`src/rtl/alu_exec_unit.sv`:
```
// alu_exec_unit: RV32I/RV64I execute stage. Decodes ALUOp/fun7/fun3 into a
// 4-bit control code, runs an XLEN-wide ALU and holds the result in an output
// register with valid/ready handshakes on both the issue and result sides.
//
// Build option ALU_FAST_SHIFT_EN: single-cycle barrel shifter, no SHIFT state.
// Default build: iterative shifter, one bit per cycle, counter loaded with shamt.
//
// state | meaning
// IDLE  | can accept an op (subject to output back-pressure)
// SHIFT | iterative shift in flight, in_ready held low
module alu_exec_unit #(
    parameter int XLEN = 32
) (
    input  logic            clk,
    input  logic            reset,
    input  logic            in_valid,
    output logic            in_ready,
    input  logic [1:0]      alu_op,
    input  logic            fun7,
    input  logic [2:0]      fun3,
    input  logic [XLEN-1:0] op_a,
    input  logic [XLEN-1:0] op_b,
    output logic            out_valid,
    input  logic            out_ready,
    output logic [XLEN-1:0] result,
    output logic            zero,
    output logic            illegal,
    output logic [3:0]      ctrl_out
);
    localparam int SHAMT_W = $clog2(XLEN);

    localparam logic [3:0] C_AND  = 4'b0000;
    localparam logic [3:0] C_OR   = 4'b0001;
    localparam logic [3:0] C_ADD  = 4'b0010;
    localparam logic [3:0] C_XOR  = 4'b0011;
    localparam logic [3:0] C_SLL  = 4'b0100;
    localparam logic [3:0] C_SRL  = 4'b0101;
    localparam logic [3:0] C_SUB  = 4'b0110;
    localparam logic [3:0] C_SRA  = 4'b0111;
    localparam logic [3:0] C_SLT  = 4'b1000;
    localparam logic [3:0] C_SLTU = 4'b1001;

    logic [3:0]         dec_ctrl;
    logic               dec_illegal;
    logic [SHAMT_W-1:0] shamt;
    logic [XLEN-1:0]    alu_res;
    logic               accept;

    logic               out_valid_q, out_valid_d;
    logic [XLEN-1:0]    result_q, result_d;
    logic               zero_q, zero_d;
    logic               illegal_q, illegal_d;
    logic [3:0]         ctrl_q, ctrl_d;

    assign shamt = op_b[SHAMT_W-1:0];

    // Decode alu_op/fun7/fun3 into a control code; unsupported encodings map to code 0000
    always_comb begin
        dec_ctrl    = C_ADD;
        dec_illegal = 1'b0;
        case (alu_op)
            2'b00: dec_ctrl = C_ADD;
            2'b01: dec_ctrl = C_SUB;
            default: begin
                case (fun3)
                    3'b000:  dec_ctrl = (alu_op == 2'b10 && fun7) ? C_SUB : C_ADD;
                    3'b001:  dec_ctrl = C_SLL;
                    3'b010:  dec_ctrl = C_SLT;
                    3'b011:  dec_ctrl = C_SLTU;
                    3'b100:  dec_ctrl = C_XOR;
                    3'b101:  dec_ctrl = fun7 ? C_SRA : C_SRL;
                    3'b110:  dec_ctrl = C_OR;
                    default: dec_ctrl = C_AND;
                endcase
                if (fun7 && ((alu_op == 2'b10 && fun3 != 3'b000 && fun3 != 3'b101) ||
                             (alu_op == 2'b11 && fun3 == 3'b001))) begin
                    dec_illegal = 1'b1;
                    dec_ctrl    = C_AND;
                end
            end
        endcase
    end

    // Single-cycle datapath; without the barrel shifter it only covers shamt=0 shifts
    always_comb begin
        alu_res = '0;
        case (dec_ctrl)
            C_AND:  alu_res = op_a & op_b;
            C_OR:   alu_res = op_a | op_b;
            C_ADD:  alu_res = op_a + op_b;
            C_XOR:  alu_res = op_a ^ op_b;
            C_SUB:  alu_res = op_a + ~op_b + XLEN'(1);
            C_SLT:  alu_res = XLEN'($signed(op_a) < $signed(op_b));
            C_SLTU: alu_res = XLEN'(op_a < op_b);
`ifdef ALU_FAST_SHIFT_EN
            C_SLL:  alu_res = op_a << shamt;
            C_SRL:  alu_res = op_a >> shamt;
            C_SRA:  alu_res = $unsigned($signed(op_a) >>> shamt);
`else
            C_SLL, C_SRL, C_SRA: alu_res = op_a;
`endif
            default: alu_res = '0;
        endcase
        if (dec_illegal) begin
            alu_res = '0;
        end
    end

`ifdef ALU_FAST_SHIFT_EN
    assign in_ready = !out_valid_q || out_ready;
    assign accept   = in_valid && in_ready;

    // Every accepted op lands in the output register on its accept edge
    always_comb begin
        out_valid_d = out_valid_q && !out_ready;
        result_d    = result_q;
        illegal_d   = illegal_q;
        ctrl_d      = ctrl_q;
        if (accept) begin
            out_valid_d = 1'b1;
            result_d    = alu_res;
            illegal_d   = dec_illegal;
            ctrl_d      = dec_ctrl;
        end
        zero_d = (result_d == '0);
    end
`else
    typedef enum logic {S_IDLE, S_SHIFT} state_t;

    state_t             state_q, state_d;
    logic [SHAMT_W-1:0] cnt_q, cnt_d;
    logic [XLEN-1:0]    sh_q, sh_d, sh_step;
    logic [3:0]         sh_ctrl_q, sh_ctrl_d;
    logic               is_shift;

    assign is_shift = (dec_ctrl == C_SLL) || (dec_ctrl == C_SRL) || (dec_ctrl == C_SRA);
    assign in_ready = (state_q == S_IDLE) && (!out_valid_q || out_ready);
    assign accept   = in_valid && in_ready;

    // One-bit step of the operand being shifted; SRA replicates the sign bit
    always_comb begin
        case (sh_ctrl_q)
            C_SLL:   sh_step = {sh_q[XLEN-2:0], 1'b0};
            C_SRL:   sh_step = {1'b0, sh_q[XLEN-1:1]};
            default: sh_step = {sh_q[XLEN-1], sh_q[XLEN-1:1]};
        endcase
    end

    // Next state, shift counter and output register update
    always_comb begin
        state_d     = state_q;
        cnt_d       = cnt_q;
        sh_d        = sh_q;
        sh_ctrl_d   = sh_ctrl_q;
        out_valid_d = out_valid_q && !out_ready;
        result_d    = result_q;
        illegal_d   = illegal_q;
        ctrl_d      = ctrl_q;
        case (state_q)
            S_IDLE: begin
                if (accept) begin
                    if (is_shift && shamt != '0) begin
                        state_d   = S_SHIFT;
                        cnt_d     = shamt;
                        sh_d      = op_a;
                        sh_ctrl_d = dec_ctrl;
                    end else begin
                        out_valid_d = 1'b1;
                        result_d    = alu_res;
                        illegal_d   = dec_illegal;
                        ctrl_d      = dec_ctrl;
                    end
                end
            end
            S_SHIFT: begin
                sh_d  = sh_step;
                cnt_d = cnt_q - SHAMT_W'(1);
                if (cnt_q == SHAMT_W'(1)) begin
                    state_d     = S_IDLE;
                    out_valid_d = 1'b1;
                    result_d    = sh_step;
                    illegal_d   = 1'b0;
                    ctrl_d      = sh_ctrl_q;
                end
            end
        endcase
        zero_d = (result_d == '0);
    end

    // Shifter state; reset drops any in-flight shift
    always_ff @(posedge clk) begin
        if (reset) begin
            state_q   <= S_IDLE;
            cnt_q     <= '0;
            sh_q      <= '0;
            sh_ctrl_q <= C_AND;
        end else begin
            state_q   <= state_d;
            cnt_q     <= cnt_d;
            sh_q      <= sh_d;
            sh_ctrl_q <= sh_ctrl_d;
        end
    end
`endif

    // Output register, held while the consumer back-pressures
    always_ff @(posedge clk) begin
        if (reset) begin
            out_valid_q <= 1'b0;
            result_q    <= '0;
            zero_q      <= 1'b1;
            illegal_q   <= 1'b0;
            ctrl_q      <= C_AND;
        end else begin
            out_valid_q <= out_valid_d;
            result_q    <= result_d;
            zero_q      <= zero_d;
            illegal_q   <= illegal_d;
            ctrl_q      <= ctrl_d;
        end
    end

    assign out_valid = out_valid_q;
    assign result    = result_q;
    assign zero      = zero_q;
    assign illegal   = illegal_q;
    assign ctrl_out  = ctrl_q;

endmodule

```
`config.mk`:
```
export PLATFORM = sky130hd
export DESIGN_NAME = alu_exec_unit
export DESIGN_NICKNAME = d
export VERILOG_FILES = /design/src/rtl/alu_exec_unit.sv
export SDC_FILE = /design/constraint.sdc
export NUM_CORES = 1
export LEC_CHECK = 0
export ABC_AREA = 1
export CAP_MARGIN = 25
export CORE_MARGIN = 3
export CORE_UTILIZATION = 54
export DETAILED_ROUTE_END_ITERATION = 16
export GPL_TIMING_DRIVEN = 1
export PLACE_DENSITY = 0.79
export SLEW_MARGIN = 5
export SYNTH_ARGS = -nofsm -noshare
export SYNTH_HDL_FRONTEND = slang
export SYNTH_SLANG_ARGS = --single-unit
```
`constraint.sdc`:
```
create_clock -name clk -period 2.6 [get_ports clk]
set_clock_uncertainty 0.1 [all_clocks]
set_input_delay 0.65 -clock clk [delete_from_list [all_inputs] [get_ports clk]]
set_output_delay 0.65 -clock clk [all_outputs]
set_load 0.02 [all_outputs]
```
==> summary.md, run 1 <==
| Metric | Value |
|---|---|
| Outcome | `stopped before the end` |
| Failed at | `5_1_grt` |
| Err | `[ERROR GRT-0232] Routing congestion too high. Check the congestion heatmap in the GUI.` |
| Root Buffer | `clkbuf_16` |
| Asr flop ratio synth | `0%` |
| Worst setup endpoint GRT | `zero$_SDFF_PP1_/D` |
| Sequential area share after synthesis | `13.9%` |
| Top_reg_cell synth | `dfxtp_1` |
| Placed insts | `2863` |
| Syn nets | `2348` |
| WEP type | `sequential cell input` |
| Post-Syn Area | `11700 µm²` |
| Gr usage total | `107%` |
| Syn_area_per_cell | `5.38 µm²` |
| Total gr overflow | `3010` |
| IO Pins | `114` |
| CTS max path bufs | `2` |
| HPWL Detailed | `41.9 mm` |
| Initial Utilization | `55.3%` |
| Routability-driven placement congestion ratio | `1.08` |
| Seq cells post-synth | `81` |
| CTS H-tree depth | `3` |
| Die Wd | `153 µm` |
| Port Buffer Count | `113` |
| DIE HEIGHT | `153 µm` |
| Total clock sinks | `81` |
| Largest net degree at the start of global routing | `48` |
| Library cells used by synthesis | `48` |
| Number of synthesized flops with an enable pin | `0` |
| CTS buffer count | `9` |
| Post-synthesis cell count | `2165` |
| DP Area | `16000 µm²` |
| Num rows | `53` |
| Synth warnings | `0` |
-- logic make-up after synthesis --
family,after synthesis,synth area share (%)
compound gates,329,15.8
xor+xnor,18,1.35
fa+ha+maj,109,11.8
buf+inv,445,15.1
flops,81,13.9
simple gates,1183,42.0
-- synth_stat cells, types with 3 or more instances --
library cell | instances | area (µm²)
o21ai_1 | 6 | 30.0
nor2_2 | 6 | 37.5
nor2_4 | 3 | 33.8
xnor2_1 | 4 | 35.0
a21oi_1 | 158 | 791
nand2_1 | 685 | 2570
nor3_1 | 45 | 225
nand2_8 | 3 | 60.1
nand3b_1 | 3 | 22.5
inv_2 | 5 | 18.8
inv_1 | 351 | 1320
xor2_1 | 14 | 123
or2_2 | 4 | 25.0
clkbuf_1 | 43 | 161
buf_6 | 5 | 56.3
nand3_1 | 117 | 586
o22ai_1 | 15 | 93.8
o21ai_0 | 93 | 465
a21boi_2 | 9 | 101
a21boi_0 | 4 | 30.0
nand3_2 | 4 | 40.0
nor2_1 | 280 | 1050
o21bai_1 | 10 | 75.1
ha_1 | 107 | 1340
a31oi_1 | 19 | 119
a21boi_1 | 4 | 30.0
nand2_2 | 3 | 18.8
dfxtp_1 | 81 | 1620
nand4_1 | 22 | 138
buf_2 | 34 | 170
o22a_1 | 3 | 26.3
-- layer usage --
layer	GRT overflow	GRT usage, %
met5	5	48.7
met4	475	113
met3	34	77.6
met2	2462	150
met1	34	92.9
-- per-stage QoR --
step	TNS (ps)	setup slack (ps)
2_1_floorplan	-15.0	-15.0
3_3_place_gp	-59100	-1330
3_5_place_dp	-63930	-1370
4_1_cts	-463	-230
-- timing repair --
item / 4_1_cts
buffers inserted: 72
endpoints found under the hold margin: 0
gates cloned: 3
pin swaps: 168
setup endpoints to repair: 82
gates resized for setup: 764
hold buffers: 0
==> inputs of run 2 (changes only) <==
--- a/config.mk
+++ b/config.mk
@@ -8,10 +8,10 @@
 export ABC_AREA = 1
 export CAP_MARGIN = 25
 export CORE_MARGIN = 3
-export CORE_UTILIZATION = 54
+export CORE_UTILIZATION = 40
 export DETAILED_ROUTE_END_ITERATION = 16
 export GPL_TIMING_DRIVEN = 1
-export PLACE_DENSITY = 0.79
+export PLACE_DENSITY_LB_ADDON = 0.15
 export SLEW_MARGIN = 5
 export SYNTH_ARGS = -nofsm -noshare
 export SYNTH_HDL_FRONTEND = slang
==> constraint.sdc (replaced) <==
create_clock -name clk -period 3.38 [get_ports clk]
set_clock_uncertainty 0.1 [all_clocks]
set_input_delay 0.845 -clock clk [delete_from_list [all_inputs] [get_ports clk]]
set_output_delay 0.845 -clock clk [all_outputs]
set_load 0.02 [all_outputs]
==> summary.md, run 2 <==
| Metric | Value |
|---|---|
| Outcome | `finished clean` |
| DRT Pass-1 Iters | `5` |
| Num rows | `61` |
| Syn nets | `2348` |
| First-pass GRT wire length | `83.7 mm` |
| Critical path peak fanout | `23` |
| Largest net degree at the start of global routing | `67` |
| Top_reg_cell synth | `dfxtp_1` |
| Worst R2R End | `zero` |
| Worst path slowest cell | `dlygate4sd2_1` |
| Hold wc startpoint | `sh_ctrl_q[3]` |
| Pre-CTS worst setup slack | `-821 ps` |
| Max Clk Rate | `0.304 GHz` |
| CTS buffer count | `9` |
| Seq cells post-synth | `81` |
| Gr usage total | `34.7%` |
| Asr flop ratio synth | `0%` |
| Ant. Diodes | `0` |
| Final setup fails | `0` |
| Worst endpoint required time | `3550 ps` |
| Comb pwr share | `59.6%` |
| Met1 wire length | `25.0 mm` |
| Leading cell type in the layout, fill and taps excluded | `nand2_1` |
| Sequential share of power | `21.6%` |
| Top post-synthesis cells by count | `nand2_1 (685), inv_1 (351), nor2_1 (280)` |
| Relative slew slack | `57.8%` |
| IO Pins | `114` |
| Port Buffer Count | `113` |
| Final Hold Viols | `0` |
| DIE HEIGHT | `177 µm` |
| Slack of the critical path | `94.8 ps` |
| CP max stage delay | `280 ps` |
| Total clock sinks | `81` |
| Leakage | `9.59 nW` |
| Minimum clock period | `3290 ps` |
| Core area | `28200 µm²` |
| CP startpoint kind | `input pin` |
| Number of synthesized flops with an enable pin | `0` |
| CTS Hold Bufs | `0` |
| R2R Setup Slk | `510 ps` |
| Reg2reg start | `sh_ctrl_q[3]` |
| Fin util | `63.8%` |
| Nets | `2836` |
| Clk pwr share | `18.8%` |
| Most common cell in the netlist | `nand2_1` |
| Final Non-Filler Cells | `3036` |
| Antenna violations before repair | `0` |
| VDD IR-drop max | `0.000399 V` |
| Post-synthesis cell count | `2165` |
| Top area cells in the synthesized netlist | `nand2_1 (22%), dfxtp_1 (14%), ha_1 (11%), inv_1 (11%), nor2_1 (9.0%)` |
| Top cell type's share of synthesized area | `22.1%` |
| Layout area overhead | `54.7%` |
| Total power | `5.31 mW` |
| CTS max path bufs | `2` |
| Die area | `31200 µm²` |
| R2R depth | `16` |
| Routed Antenna Nets | `0` |
| Post-Syn Area | `11700 µm²` |
| Hold endpoint | `sh_ctrl_q[3]` |
| Internal Power | `3.00 mW` |
| DR WL met2 | `24.1 mm` |
| Vias in the first global route | `15.0k` |
| Syn_area_per_cell | `5.38 µm²` |
| Yosys top cell by area | `nand2_1` |
| Slew @ Worst Pin | `632 ps` |
| Max cap viols | `0` |
| Drt initial violations | `1292` |
| Power Density | `294 nW/µm²` |
| Total gr overflow | `0` |
| Via Count | `15.7k` |
| Die Wd | `177 µm` |
| Commonest cells after routing, fill and taps aside | `nand2_1 (606), buf_4 (423), inv_1 (297), nor2_1 (209), a21oi_1 (133)` |
| Crit-path most repeated cell | `nand2_1` |
| Drt total wl | `56.1 mm` |
| Switching Share | `43.6%` |
| CTS tree | `yes` |
| DR DRC count | `0` |
| Hold path cells | `2` |
| Crit path DAT | `3460 ps` |
| Clk Latency, worst-skew pair | `340 ps` |
| Synth warnings | `0` |
| Final Max Slew Viols | `0` |
| Library cells used by synthesis | `48` |
| Via density | `5.17` |
| Clock transition at the registers of the reported paths | `60 ps` |
| CP cell instances | `dlygate4sd2_1, inv_1, nand2_1, o21ai_2, nand3_4, nand3_4, buf_4, nor2_2, buf_12, nand2_1, nand2_1, nor2_2, buf_4, nand2_1, nand2_1, nand2_1, nor2_1, nand2_1, nor2_1, nand2_2, o21bai_2` |
| Hold Crit Class | `reg2reg` |
| Wire length per cell | `18.5 µm` |
| Final period util | `97.2%` |
| Fraction of layout cells with a size suffix above 1 | `31.6%` |
| WS Path Type | `in2reg` |
| Psw | `2.31 mW` |
| Sequential area share after synthesis | `13.9%` |
| Root Buffer | `clkbuf_16` |
| Met3 wire len | `5.17 mm` |
| CTS H-tree depth | `3` |
| Placed insts | `2997` |
| Initial Utilization | `41.3%` |
| Routability-driven placement congestion ratio | `1.04` |
| HPWL Detailed | `45.8 mm` |
| Top sig layer | `met4` |
| Crit path capture type | `register` |
-- run 2: cell counts after synthesis --
No cell type changed its count.
-- run 2: what timing repair did --
action,in CTS,in global routing
gates resized for setup,255,248
pin swaps,30,69
buffers inserted,15,8
gates cloned,0,0
setup endpoints to repair,22,15
-- run 2: kinds of logic after synthesis --
| kind of cell | count (synthesis) | synth area share [%] |
|---|---|---|
| AND/OR/NAND/NOR | 1183 | 42.0 |
| buffers and inverters | 445 | 15.1 |
| AO/OA/AOI/OAI | 329 | 15.8 |
| adder cells (fa/ha/maj) | 109 | 11.8 |
| flip-flops | 81 | 13.9 |
| XOR/XNOR | 18 | 1.35 |
-- run 2: worst max-delay path: cells and delay by family --
kind	cells	cell delay [ps]
AOI/OAI and AO/OA	2	370
and+or+nand+nor	14	1340
buffers and inverters	5	870
-- run 2: power by group through the flow --
stage / Sequential [mW] / Clock [mW] / Combinational, mW
3_5_place_dp: 1.16 / 0 / 2.75
2_1_floorplan: 1.20 / 0 / 1.32
4_1_cts: 1.14 / 1.02 / 2.94
3_3_place_gp: 1.16 / 0 / 2.75
5_1_grt: 1.15 / 1.04 / 3.41
6_report: 1.14 / 1.00 / 3.16
-- run 2: routing by layer --
| layer | track usage, % | up-vias |
|---|---|---|
| li1 | - | 7721 |
| met1 | 49.3 | 7207 |
| met2 | 53.7 | 660 |
| met3 | 6.16 | 98 |
| met4 | 10.5 | 0 |
| met5 | 0 | - |
-- run 2: how the worst max path moves through the flow --
stage,cells after the start,slack (ps),end,from
after detailed placement,22,-820,zero,op_a[3]
after global placement,19,-810,zero,op_a[10]
after global routing,20,-30,zero,op_b[3]
final,21,90,zero,fun3[2]
after floorplan,19,440,zero,op_a[14]
after CTS,24,2,zero,op_a[9]
-- run 2: area by class of cell --
class / instances / area (µm²)
Clock inverter: 6 / 67.6
Tap cell: 378 / 473
Fill cell: 2702 / 10200
Sequential cell: 81 / 1620
Clock buffer: 10 / 239
Inverter: 359 / 1350
Timing Repair Buffer: 563 / 4690
Multi-Input combinational cell: 1639 / 9580
-- run 2: stage by stage --
stage / hold slack (ps) / area [µm²] / TNS (ps)
detailed placement: 359 / 16200 / -19030
CTS: 367 / 17400 / 0
finish: 373 / 18000 / 0
global placement: 351 / 16200 / -16060
floorplan: 332 / 11700 / 0
global route: 385 / 18000 / -29.5
No activity file was read; power rests on OpenSTA's default activity.
==> inputs of run 3 (changes only) <==
--- a/config.mk
+++ b/config.mk
@@ -6,13 +6,16 @@
 export NUM_CORES = 1
 export LEC_CHECK = 0
 export ABC_AREA = 1
+export ABC_CLOCK_PERIOD_IN_PS = 3380
 export CAP_MARGIN = 25
 export CORE_MARGIN = 3
 export CORE_UTILIZATION = 40
 export DETAILED_ROUTE_END_ITERATION = 16
 export GPL_TIMING_DRIVEN = 1
 export PLACE_DENSITY_LB_ADDON = 0.15
+export REMOVE_ABC_BUFFERS = 1
 export SLEW_MARGIN = 5
 export SYNTH_ARGS = -nofsm -noshare
 export SYNTH_HDL_FRONTEND = slang
 export SYNTH_SLANG_ARGS = --single-unit
+export TNS_END_PERCENT = 100
==> summary.md, run 3 (synthesis results as in run 2) <==
| Metric | Value |
|---|---|
| Total gr overflow | `0` |
| Layout area overhead | `56.9%` |
| Vias in the first global route | `14.8k` |
| Final Non-Filler Cells | `3040` |
| Port Buffer Count | `113` |
| Fraction of layout cells with a size suffix above 1 | `32.0%` |
| Via density | `5.17` |
| Pre-CTS worst setup slack | `-896 ps` |
| Drt initial violations | `1476` |
| Psw | `2.33 mW` |
| IO Pins | `114` |
| Clock transition at the registers of the reported paths | `60 ps` |
| DIE HEIGHT | `177 µm` |
| VDD IR-drop max | `0.000292 V` |
| Slack of the critical path | `108 ps` |
| Max cap viols | `0` |
| DRT Pass-1 Iters | `5` |
| CP startpoint kind | `input pin` |
| Crit path DAT | `3440 ps` |
| Critical path peak fanout | `3` |
| Commonest cells after routing, fill and taps aside | `nand2_1 (588), buf_4 (427), inv_1 (296), nor2_1 (208), a21oi_1 (134)` |
| Slew @ Worst Pin | `538 ps` |
| CTS buffer count | `9` |
| Final setup fails | `0` |
| Ant. Diodes | `0` |
| Outcome | `finished clean` |
| R2R Setup Slk | `750 ps` |
| Final Max Slew Viols | `0` |
| Die Wd | `177 µm` |
| DP Area | `16200 µm²` |
| Internal Power | `3.09 mW` |
| Comb pwr share | `59.3%` |
| Nets | `2841` |
| Gr usage total | `34.3%` |
| Design area | `18300 µm²` |
| Routability-driven placement congestion ratio | `0.990` |
| Final period util | `96.8%` |
| First-pass GRT wire length | `82.6 mm` |
| Routed Antenna Nets | `0` |
| HPWL Detailed | `45.0 mm` |
| Leading cell type in the layout, fill and taps excluded | `nand2_1` |
| Largest net degree at the start of global routing | `55` |
| Placed insts | `2990` |
| Clk pwr share | `19.5%` |
| Core area | `28200 µm²` |
| Leakage | `9.76 nW` |
| Total clock sinks | `81` |
| Total power | `5.42 mW` |
| Drt total wl | `55.7 mm` |
| Via Count | `15.7k` |
| Final Hold Viols | `0` |
| CTS H-tree depth | `3` |
| Initial Utilization | `41.3%` |
| Worst endpoint required time | `3550 ps` |
| Hold Crit Class | `reg2reg` |
| Sequential share of power | `21.1%` |
| Crit path capture type | `register` |
| CTS max path bufs | `2` |
| Relative slew slack | `64.1%` |
| Power Density | `296 nW/µm²` |
| Root Buffer | `clkbuf_16` |
| DR DRC count | `0` |
| Switching Share | `43.0%` |
| Max Clk Rate | `0.306 GHz` |
| Minimum clock period | `3270 ps` |
| CTS tree | `yes` |
| Num rows | `61` |
| Antenna violations before repair | `2` |
| Die area | `31200 µm²` |
| WS Path Type | `in2reg` |
| Wire length per cell | `18.3 µm` |
| Clk Latency, worst-skew pair | `340 ps` |
==> run 3: metrics by stage <==
step           TNS (ps)  hold WS, ps  util [%]
5_1_grt           -34.6          391      64.7
4_1_cts               0          361      61.4
2_1_floorplan         0          332         -
3_5_place_dp     -16270          351      57.4
3_3_place_gp     -13000          351      57.4
6_report              0          364      64.7
==> run 3: path summary, 6_finish.rpt <==
kind / startpoint / end / cells past startpoint
worst max-delay path: op_b[4] / zero / 23
worst min-delay path: sh_ctrl_q[3] / sh_ctrl_q[3] / 2
worst max register to register: sh_ctrl_q[2] / zero / 15
worst min register to register: sh_ctrl_q[3] / sh_ctrl_q[3] / 2
==> run 3: final cells by class <==
class | count | area [µm²]
Sequential cell | 81 | 1620
Clock buffer | 10 | 229
Fill cell | 2707 | 9960
Clock inverter | 5 | 81.3
Tap cell | 378 | 473
Inverter | 359 | 1370
Multi-Input combinational cell | 1639 | 9650
Timing Repair Buffer | 568 | 4860
==> run 3: power groups by stage <==
| stage | sequential, mW | clock (mW) | combinational (mW) |
|---|---|---|---|
| after floorplan | 1.20 | 0 | 1.27 |
| after global placement | 1.16 | 0 | 2.74 |
| after detailed placement | 1.16 | 0 | 2.76 |
| after CTS | 1.14 | 1.07 | 2.95 |
| after global routing | 1.15 | 1.10 | 3.48 |
| final | 1.15 | 1.06 | 3.22 |
==> run 3: worst max-delay path, stage by stage <==
cell	delay, ps
clkdlybuf4s15_1	250
inv_1	120
buf_4	170
ha_1	180
inv_1	80
nand2_1	110
nand2_1	90
nand2_1	70
inv_1	70
nand2_2	80
buf_4	140
xnor2_1	120
nand2_1	70
nand2_1	70
nor2_2	140
nand2_2	120
nand2_2	90
nand2_1	70
nor2_2	120
nand2_1	80
nor2_2	140
nand2_2	100
o21bai_2	130
==> run 3: layer usage <==
layer / wire length [µm] / up-vias / global-route usage, %
met5: 0 / - / 0
met2: 24300 / 652 / 54.0
li1: - / 7732 / -
met4: 1450 / 0 / 7.82
met1: 25200 / 7260 / 50.4
met3: 4660 / 84 / 3.75
==> run 3: timing repair <==
action,4_1_cts,5_1_grt
pin swaps,42,103
cloned,0,1
setup buffers,15,19
resized for setup,219,281
endpoints found under the setup margin,17,26
hold buffers,0,0
==> inputs of run 4 (changes only) <==
--- a/config.mk
+++ b/config.mk
@@ -9,7 +9,7 @@
 export ABC_CLOCK_PERIOD_IN_PS = 3380
 export CAP_MARGIN = 25
 export CORE_MARGIN = 3
-export CORE_UTILIZATION = 40
+export CORE_UTILIZATION = 30
 export DETAILED_ROUTE_END_ITERATION = 16
 export GPL_TIMING_DRIVEN = 1
 export PLACE_DENSITY_LB_ADDON = 0.15
==> summary.md, run 4 (synthesis results as in run 2) <==
| Metric | Value |
|---|---|
| Hold wc startpoint | `sh_ctrl_q[3]` |
| Comb pwr share | `59.6%` |
| Design area | `18400 µm²` |
| Clk pwr share | `18.9%` |
| CP max stage delay | `490 ps` |
| DRT Pass-1 Iters | `7` |
| Via density | `4.85` |
| Final setup fails | `0` |
| R2R depth | `16` |
| CTS max path bufs | `2` |
| Drt initial violations | `1121` |
| First-pass GRT wire length | `85.5 mm` |
| Antenna violations before repair | `0` |
| Largest net degree at the start of global routing | `67` |
| Outcome | `finished clean` |
| Die Wd | `203 µm` |
| Slack of the critical path | `147 ps` |
| Worst path slowest cell | `clkdlybuf4s50_1` |
| Worst R2R End | `zero` |
| Max cap viols | `0` |
| Max Clk Rate | `0.309 GHz` |
| Routed Antenna Nets | `0` |
| Port Buffer Count | `113` |
| Min Hold Slack | `363 ps` |
| Reg2reg start | `sh_ctrl_q[1]` |
| Total gr overflow | `0` |
| Minimum clock period | `3230 ps` |
| Hold path cells | `2` |
| CTS tree | `yes` |
| CTS buffer count | `9` |
| Initial Utilization | `30.7%` |
| Routability-driven placement congestion ratio | `0.995` |
| Relative slew slack | `66.5%` |
| Via Count | `15.4k` |
| Vias in the first global route | `14.9k` |
| Nets | `2839` |
| R2R Setup Slk | `790 ps` |
| Sequential share of power | `21.6%` |
| Ant. Diodes | `0` |
| HPWL Detailed | `46.7 mm` |
| Clock transition at the registers of the reported paths | `60 ps` |
| Placed insts | `3121` |
| Gr usage total | `26.7%` |
| VDD IR-drop max | `0.000281 V` |
| Crit path DAT | `3410 ps` |
| WS Path Type | `in2reg` |
| Power Density | `290 nW/µm²` |
| Clk Latency, worst-skew pair | `340 ps` |
| Switching Share | `43.3%` |
| Crit path capture type | `register` |
| DR DRC count | `0` |
| Final period util | `95.6%` |
| Leading cell type in the layout, fill and taps excluded | `nand2_1` |
| CTS H-tree depth | `3` |
| Total clock sinks | `81` |
| Critical path peak fanout | `7` |
| Hold Crit Class | `reg2reg` |
| Num rows | `71` |
| Fraction of layout cells with a size suffix above 1 | `33.1%` |
| Wire length per cell | `18.0 µm` |
| CP startpoint kind | `input pin` |
| Final Max Slew Viols | `0` |
| Layout area overhead | `57.8%` |
| Leakage | `9.64 nW` |
| Hold endpoint | `sh_ctrl_q[3]` |
| Final Hold Viols | `0` |
| Internal Power | `3.02 mW` |
| Commonest cells after routing, fill and taps aside | `nand2_1 (578), buf_4 (424), inv_1 (279), nor2_1 (214), a21oi_1 (134)` |
| CP cell instances | `clkdlybuf4s50_1, inv_1, ha_4, buf_4, nor2_2, nand2_1, inv_2, nand2_2, inv_2, a21oi_4, buf_4, nand2_1, nand2_1, nand3_2, nand3_1, nand2_2, nand2_2, nor2_1, nand2_1, nor2_2, nand2_2, o21bai_2` |
| Pre-CTS worst setup slack | `-972 ps` |
| Core area | `37900 µm²` |
| Final Non-Filler Cells | `3171` |
| Slew @ Worst Pin | `503 ps` |
| DIE HEIGHT | `203 µm` |
| Psw | `2.31 mW` |
| Worst endpoint required time | `3560 ps` |
| IO Pins | `114` |
| Root Buffer | `clkbuf_16` |
| Drt total wl | `56.9 mm` |
| Die area | `41200 µm²` |
| DP Area | `16300 µm²` |
-- run 4: changes by cell type in the layout (fill, tap and decap cells not counted), moves of 5 or more --
cell / previous run / this run
clkbuf_2: 3 / 10
dlygate4sd2_1: 16 / 21
dlymetal6s2s_1: 32 / 26
nor2_2: 59 / 43
inv_1: 296 / 279
nand3_1: 88 / 94
ha_2: 4 / 11
nand2_2: 94 / 100
nand2_1: 588 / 578
nor2_1: 208 / 214
ha_1: 73 / 65
nor2_4: 22 / 32
inv_2: 57 / 77
-- run 4: layout make-up --
cell class / instances / area [µm²]
fill: 4080 / 19500
multi-input combinational: 1639 / 9720
timing repair buffer: 566 / 4760
sequential: 81 / 1620
inverter: 359 / 1350
tap: 511 / 639
clock buffer: 12 / 256
clock inverter: 3 / 40.0
-- run 4: power groups by stage --
| stage | Combinational [mW] | Clock [mW] | Sequential [mW] |
|---|---|---|---|
| floorplan | 1.27 | 0 | 1.20 |
| global placement | 2.74 | 0 | 1.17 |
| detailed placement | 2.74 | 0 | 1.16 |
| CTS | 2.98 | 1.02 | 1.15 |
| global route | 3.44 | 1.06 | 1.16 |
| finish | 3.17 | 1.00 | 1.15 |
-- run 4: critical path, delay by kind of cell --
kind / cells / cell delay, ps
AO/OA/AOI/OAI: 2 / 210
AND/OR/NAND/NOR: 13 / 1060
adder cells (fa/ha/maj): 1 / 260
buffers and inverters: 6 / 1020
-- run 4: metrics by stage --
stage | util (%) | total power [mW] | TNS, ps
finish | 48.5 | 5.32 | 0
global route | 48.5 | 5.66 | -40.7
CTS | 46.5 | 5.15 | 0
detailed placement | 43.1 | 3.90 | -14910
global placement | 43.1 | 3.91 | -13650
floorplan | - | 2.47 | 0
-- run 4: layer usage --
metal / wire length [µm] / vias up / GRT usage [%]
met3: 2990 / 57 / 2.24
li1: - / 7714 / -
met1: 28000 / 7184 / 39.5
met4: 1190 / 0 / 6.00
met2: 24800 / 416 / 42.2
met5: 0 / - / 0
-- run 4: how the worst max path moves through the flow --
stage | to | cells past startpoint | startpoint
finish | zero | 22 | op_a[30]
CTS | zero | 24 | op_a[15]
global route | zero | 22 | op_a[30]
floorplan | zero | 18 | fun3[1]
detailed placement | zero | 22 | op_b[3]
global placement | zero | 21 | op_b[14]
-- run 4: repair_timing --
item,in CTS,in global routing
hold endpoints to repair,0,0
hold buffers,0,0
pin swaps,60,82
setup endpoints to repair,25,8
resized for setup,285,262
buffers inserted,25,11
==> patch 1 (settings of run 4) <==
Change the parameter `XLEN` from 32 to 16.
--- a/src/rtl/alu_exec_unit.sv
+++ b/src/rtl/alu_exec_unit.sv
@@ -10,5 +10,5 @@
 // SHIFT | iterative shift in flight, in_ready held low
 module alu_exec_unit #(
-    parameter int XLEN = 32
+    parameter int XLEN = 16
 ) (
     input  logic            clk,
Interface: changed (resized op_a, op_b and result); port bits go from 114 to 66. The function was not compared with the original's and may differ.
==> patch 1 against run 4 <==
  * Sequential cell count fell by 33
  * Area after synthesis fell by 52%
  * Total power fell by 53%
  * Setup slack improved by 0.021 ns
  * Routed wire length fell by 63%
  * Combinational power fell by 60%
  * Synthesized cell count fell by 56%
  * Cell area fell by 56%
  * Highest routed layer unchanged
==> patch 1: results (changes against run 4) <==
INFO  metric via_count_of_the_first_global_routing_pass = 6,267 (was 14,890)
INFO  metric synth_compound_area_share = 17.5% (was 15.8%)
INFO  metric synth-seq-area-share = 17.3% (was 13.9%)
INFO  metric gp_congestion = 0.928 (was 0.995)
INFO  metric detail_route.first_pass.iterations = 5 (was 7)
INFO  metric synthTopCellsByArea = nand2_1, dfxtp_1, ha_1 (unchanged)
INFO  metric postCtsResizedCells = 0 (was 285)
INFO  metric cp_data_arrival_time = 3.29 ns (was 3.41 ns)
INFO  metric fillCellCount = 1,963 (was 4,080)
INFO  metric placement.setup.worst_slack = -0.266 ns (was -0.972 ns)
INFO  metric crit_path_max_fanout = 16 (was 7)
INFO  metric critPathMaxStageDelay = 0.54 ns (was 0.49 ns)
INFO  metric maximum_number_of_pins_on_one_net_before_global_route_repair = 30 (was 67)
INFO  metric place_hpwl = 17,000 um (was 46,700 um)
INFO  metric grt_pass1_wl = 32,800 um (was 85,500 um)
INFO  metric post-cts-setup-buffers = 0 (was 25)
INFO  metric switching_share = 38.8% (was 43.3%)
INFO  metric num_vias = 6,718 (was 15,371)
INFO  metric final_layout_size_suffix_gt1_share = 21.4% (was 33.1%)
INFO  metric family_with_the_most_delay_on_the_worst_path = simple AND/OR/NAND/NOR gates (unchanged)
INFO  metric clkLatencyLatePin = 0.30 ns (was 0.34 ns)
INFO  metric leakage = 4.16 nW (was 9.64 nW)
INFO  metric final_nets = 1,252 (was 2,839)
INFO  metric total_track_usage = 20.3% (was 26.7%)
INFO  metric class_of_the_tightest_hold_or_removal_check = reg2reg (unchanged)
INFO  metric numCtsBuffers = 5 (was 9)
INFO  metric synthAdderAreaFrac = 12.0% (was 11.8%)
INFO  metric synth-xor-area-share = 2.36% (was 1.35%)
INFO  metric postSynthCellCount = 951 (was 2,165)
INFO  metric vias_per_cell = 4.84 (was 4.85)
INFO  metric outcome = finished clean (unchanged)
INFO  metric h_tree_depth_reported_by_cts = 2 (was 3)
INFO  metric worst_slew_pin_slew = 0.611 ns (was 0.503 ns)
INFO  metric place_inst = 1,380 (was 3,121)
INFO  metric place.port_buffers = 65 (was 113)
INFO  metric synth_cell_type_count = 46 (was 48)
INFO  metric number_of_drc_violations_after_detailed_routing_iteration_0 = 417 (was 1,121)
INFO  metric routedWlPerCell = 15.1 um (was 18.0 um)
[patch 1: cell count changes after synthesis, sizes merged, moves of 33 or more]
| cell | before | now |
|---|---|---|
| a21oi | 161 | 87 |
| dfxtp | 81 | 48 |
| ha | 107 | 50 |
| inv | 357 | 138 |
| nand2 | 693 | 278 |
| nand3 | 121 | 78 |
| nor2 | 290 | 102 |
| nor3 | 45 | 6 |
| o21ai | 99 | 53 |
[patch 1: path summary, 6_finish.rpt]
check / from / endpoint / slack (ns) / cells after the start
worst max-delay path: fun3[2] / zero / 0.17 / 21
worst min-delay path: sh_ctrl_q[3] / sh_ctrl_q[3] / 0.36 / 2
worst max register to register: cnt_q[1] / zero / 0.71 / 14
worst min register to register: sh_ctrl_q[3] / sh_ctrl_q[3] / 0.36 / 2
[patch 1: per-layer routing]
layer | GRT usage, % | share of wire (%) | vias up
met2 | 33.7 | 47 | 155
met5 | 0 | 0 | -
met4 | 4.29 | 1.8 | 0
met3 | 1.85 | 3.8 | 24
met1 | 28.7 | 47 | 3082
li1 | - | - | 3457
[patch 1: logic make-up (layout without fill, tap and decap cells)]
kind of cell / Yosys count / count (layout)
adders and majority gates: 52 / 52
xor gates and xnor gates: 15 / 15
and+or+nand+nor: 486 / 486
buffers and inverters: 174 / 382
DFF: 48 / 48
AOI/OAI and AO/OA: 176 / 176
[patch 1: tightest hold or removal path, cell delays in order, from the launching register on]
cell and delay [ns]:
dfxtp_1 0.31, inv_1 0.06, nor3_1 0.05
[patch 1: layout make-up]
class                      count  area, um^2  area share (%)
multi-input combinational    729        4120            50.6
timing repair buffer         236        2080            25.5
sequential                    48         961            11.8
inverter                     138         520            6.40
tap                          229         287            3.52
clock buffer                   5         125            1.54
clock inverter                 3        42.5           0.523
[patch 1: power groups by stage]
stage	sequential, W	combinational (W)	clock, W
after CTS	0.000650	0.00124	0.000592
after detailed placement	0.000662	0.00123	0
after global routing	0.000655	0.00141	0.000619
final	0.000650	0.00128	0.000587
after floorplan	0.000690	0.000584	0
after global placement	0.000662	0.00123	0
[patch 1: stage by stage]
step                cell area, um^2  power [W]
floorplan                      5380    0.00127
global placement               7730    0.00189
detailed placement             7730    0.00189
CTS                            7890    0.00248
global route                   8130    0.00268
finish                         8130    0.00252
==> patch 2 (flow settings as in run 4) <==
Made on the original files. Take the reset off `result_q` and load it in a clocked block of its own.
--- a/src/rtl/alu_exec_unit.sv
+++ b/src/rtl/alu_exec_unit.sv
@@ -208,5 +208,4 @@
         if (reset) begin
             out_valid_q <= 1'b0;
-            result_q    <= '0;
             zero_q      <= 1'b1;
             illegal_q   <= 1'b0;
@@ -214,9 +213,12 @@
         end else begin
             out_valid_q <= out_valid_d;
-            result_q    <= result_d;
             zero_q      <= zero_d;
             illegal_q   <= illegal_d;
             ctrl_q      <= ctrl_d;
         end
+    end
+
+    always_ff @(posedge clk) begin
+        result_q <= result_d;
     end
 
Behaviour: not the same (Yosys sat finds a counterexample within 4 cycles, from zero or initial values and one cycle with reset high).
==> patch 2 against run 4 <==
  * Setup slack worse by 0.020 ns
  * Critical path type unchanged
  * Routed wire length increased by 2.2%
  * Area after synthesis shrank 1.3%
  * Sequential share of layout area fell by 0.19 points
  * Maximum frequency decreased by 0.60%
  * Cell area up 2.2%
  * Die area decreased by 1.3%
  * Critical path depth unchanged
  * Sequential cell count stayed put
  * Largest power group unchanged
  * Total power grew 18%
==> patch 2: results (changes against run 4) <==
INFO  metric outcome = finished clean (unchanged)
INFO  metric synth_top_cells_by_count = nand2_1, inv_1, nor2_1, nand3_1, a21oi_1 (was nand2_1, inv_1, nor2_1, a21oi_1, nand3_1)
INFO  metric synth_cell_type_count = 44 (was 48)
INFO  metric leakage = 10.2 nW (was 9.64 nW)
INFO  metric maximum_number_of_pins_on_one_net_before_global_route_repair = 30 (was 67)
INFO  metric grt_pass1_wl = 86,400 um (was 85,500 um)
INFO  metric synth-seq-area-share = 14.1% (was 13.9%)
INFO  metric irDropWorstVdd = 0.247 mV (was 0.281 mV)
INFO  metric vias_per_cell = 4.80 (was 4.85)
INFO  metric routedWlPerCell = 18.1 um (was 18.0 um)
INFO  metric drt-total-wl = 58,200 um (was 56,900 um)
INFO  metric final_nets = 2,875 (was 2,839)
INFO  metric postSynthCellCount = 2,170 (was 2,165)
INFO  metric number_of_drc_violations_after_detailed_routing_iteration_0 = 1,156 (was 1,121)
INFO  metric antenna_found_initial = 1 (was 0)
INFO  metric clock-root-buffer = clkbuf_16 (unchanged)
INFO  metric place_inst = 3,141 (was 3,121)
INFO  metric placement.cell_area = 16,200 um^2 (was 16,300 um^2)
INFO  metric via_count_of_the_first_global_routing_pass = 14,876 (was 14,890)
INFO  metric total_track_usage = 27.5% (was 26.7%)
INFO  metric place_hpwl = 48,000 um (was 46,700 um)
INFO  metric gp_congestion = 0.992 (was 0.995)
INFO  metric crit_path_max_fanout = 3 (was 7)
INFO  metric final_layout_size_suffix_gt1_share = 36.9% (was 33.1%)
INFO  metric worst_slew_pin_slew = 0.624 ns (was 0.503 ns)
INFO  metric cp_data_arrival_time = 3.44 ns (was 3.41 ns)
INFO  metric synthTopCellsByArea = nand2_1, dfxtp_1, inv_1 (was nand2_1, dfxtp_1, ha_1)
INFO  metric placement.setup.worst_slack = -0.911 ns (was -0.972 ns)
==> patch 2: cell types whose count changed in the layout (fill, tap and decap cells not counted), moves of 18 or more <==
cell            run 4  this run
nor2_1            214       130
nand2_4            12        33
nand3_1            94        73
o21ai_0            75        99
nand2_1           578       630
buf_4             424       442
nor2_2             43        61
nor3_1             36        11
inv_1             279       334
a21oi_1           134        65
a21oi_2            22        48
==> patch 2: cells by family after synthesis <==
| group | share of synthesized area, % |
|---|---|
| and+or+nand+nor | 41.6 |
| adders and majority gates | 12.0 |
| buffers and inverters | 17.0 |
| xor gates and xnor gates | 1.52 |
| DFF | 14.1 |
| AOI/OAI and AO/OA | 13.8 |
==> patch 2: routing by layer <==
metal / global-route usage, % / up-vias / part of all wire (%)
met5: 0 / - / 0
met3: 3.37 / 67 / 5.6
met4: 5.66 / 0 / 2.1
met1: 38.9 / 7158 / 47
li1: - / 7686 / -
met2: 45.3 / 478 / 45
==> patch 2: worst paths after layout <==
| kind | start | to | slack [ns] | cells after the start |
|---|---|---|---|---|
| worst max-delay path | op_a[3] | zero | 0.13 | 22 |
| worst min-delay path | sh_ctrl_q[3] | sh_ctrl_q[3] | 0.36 | 2 |
| worst max register to register | state_q | zero | 0.73 | 15 |
| worst min register to register | sh_ctrl_q[3] | sh_ctrl_q[3] | 0.36 | 2 |
==> patch 2: cell type report <==
| class | instances | area (um^2) |
|---|---|---|
| clock buffers | 9 | 225 |
| clock inverters | 7 | 61.3 |
| fillers | 4038 | 19000 |
| inverters | 416 | 1570 |
| multi-input cells | 1596 | 9810 |
| flip-flops and latches | 81 | 1620 |
| well taps | 511 | 639 |
| repair buffers | 588 | 4870 |
==> patch 2: power by group <==
group	total, W	leakage [nW]	switching (W)	internal, W
Sequential	0.00132	0.669	0.000166	0.00115
Clock	0.000980	0.140	0.000465	0.000515
Combinational	0.00401	9.39	0.00222	0.00179
Total	0.00630	10.2	0.00285	0.00346
==> patch 2: timing repair <==
item,in CTS,in global routing
setup buffers,25,26
pin swaps,102,134
gates resized for setup,378,300
endpoints found under the hold margin,0,0
setup endpoints to repair,23,10
==> patch 2: critical path, stage by stage <==
cell and delay (ns):
dlygate4sd2_1 0.27, buf_4 0.15, ha_2 0.21, buf_4 0.14, nor2_1 0.12, nand2_2 0.08
nand4_1 0.09, nand2_2 0.10, buf_4 0.16, xor2_1 0.13, nand2_1 0.06, o21ai_0 0.07
nor2_1 0.11, nand2_1 0.12, a21oi_2 0.16, nand2_1 0.06, nor2_1 0.11, buf_4 0.14
nand2_2 0.07, nor2_4 0.13, nand2_1 0.06, nand2_1 0.05
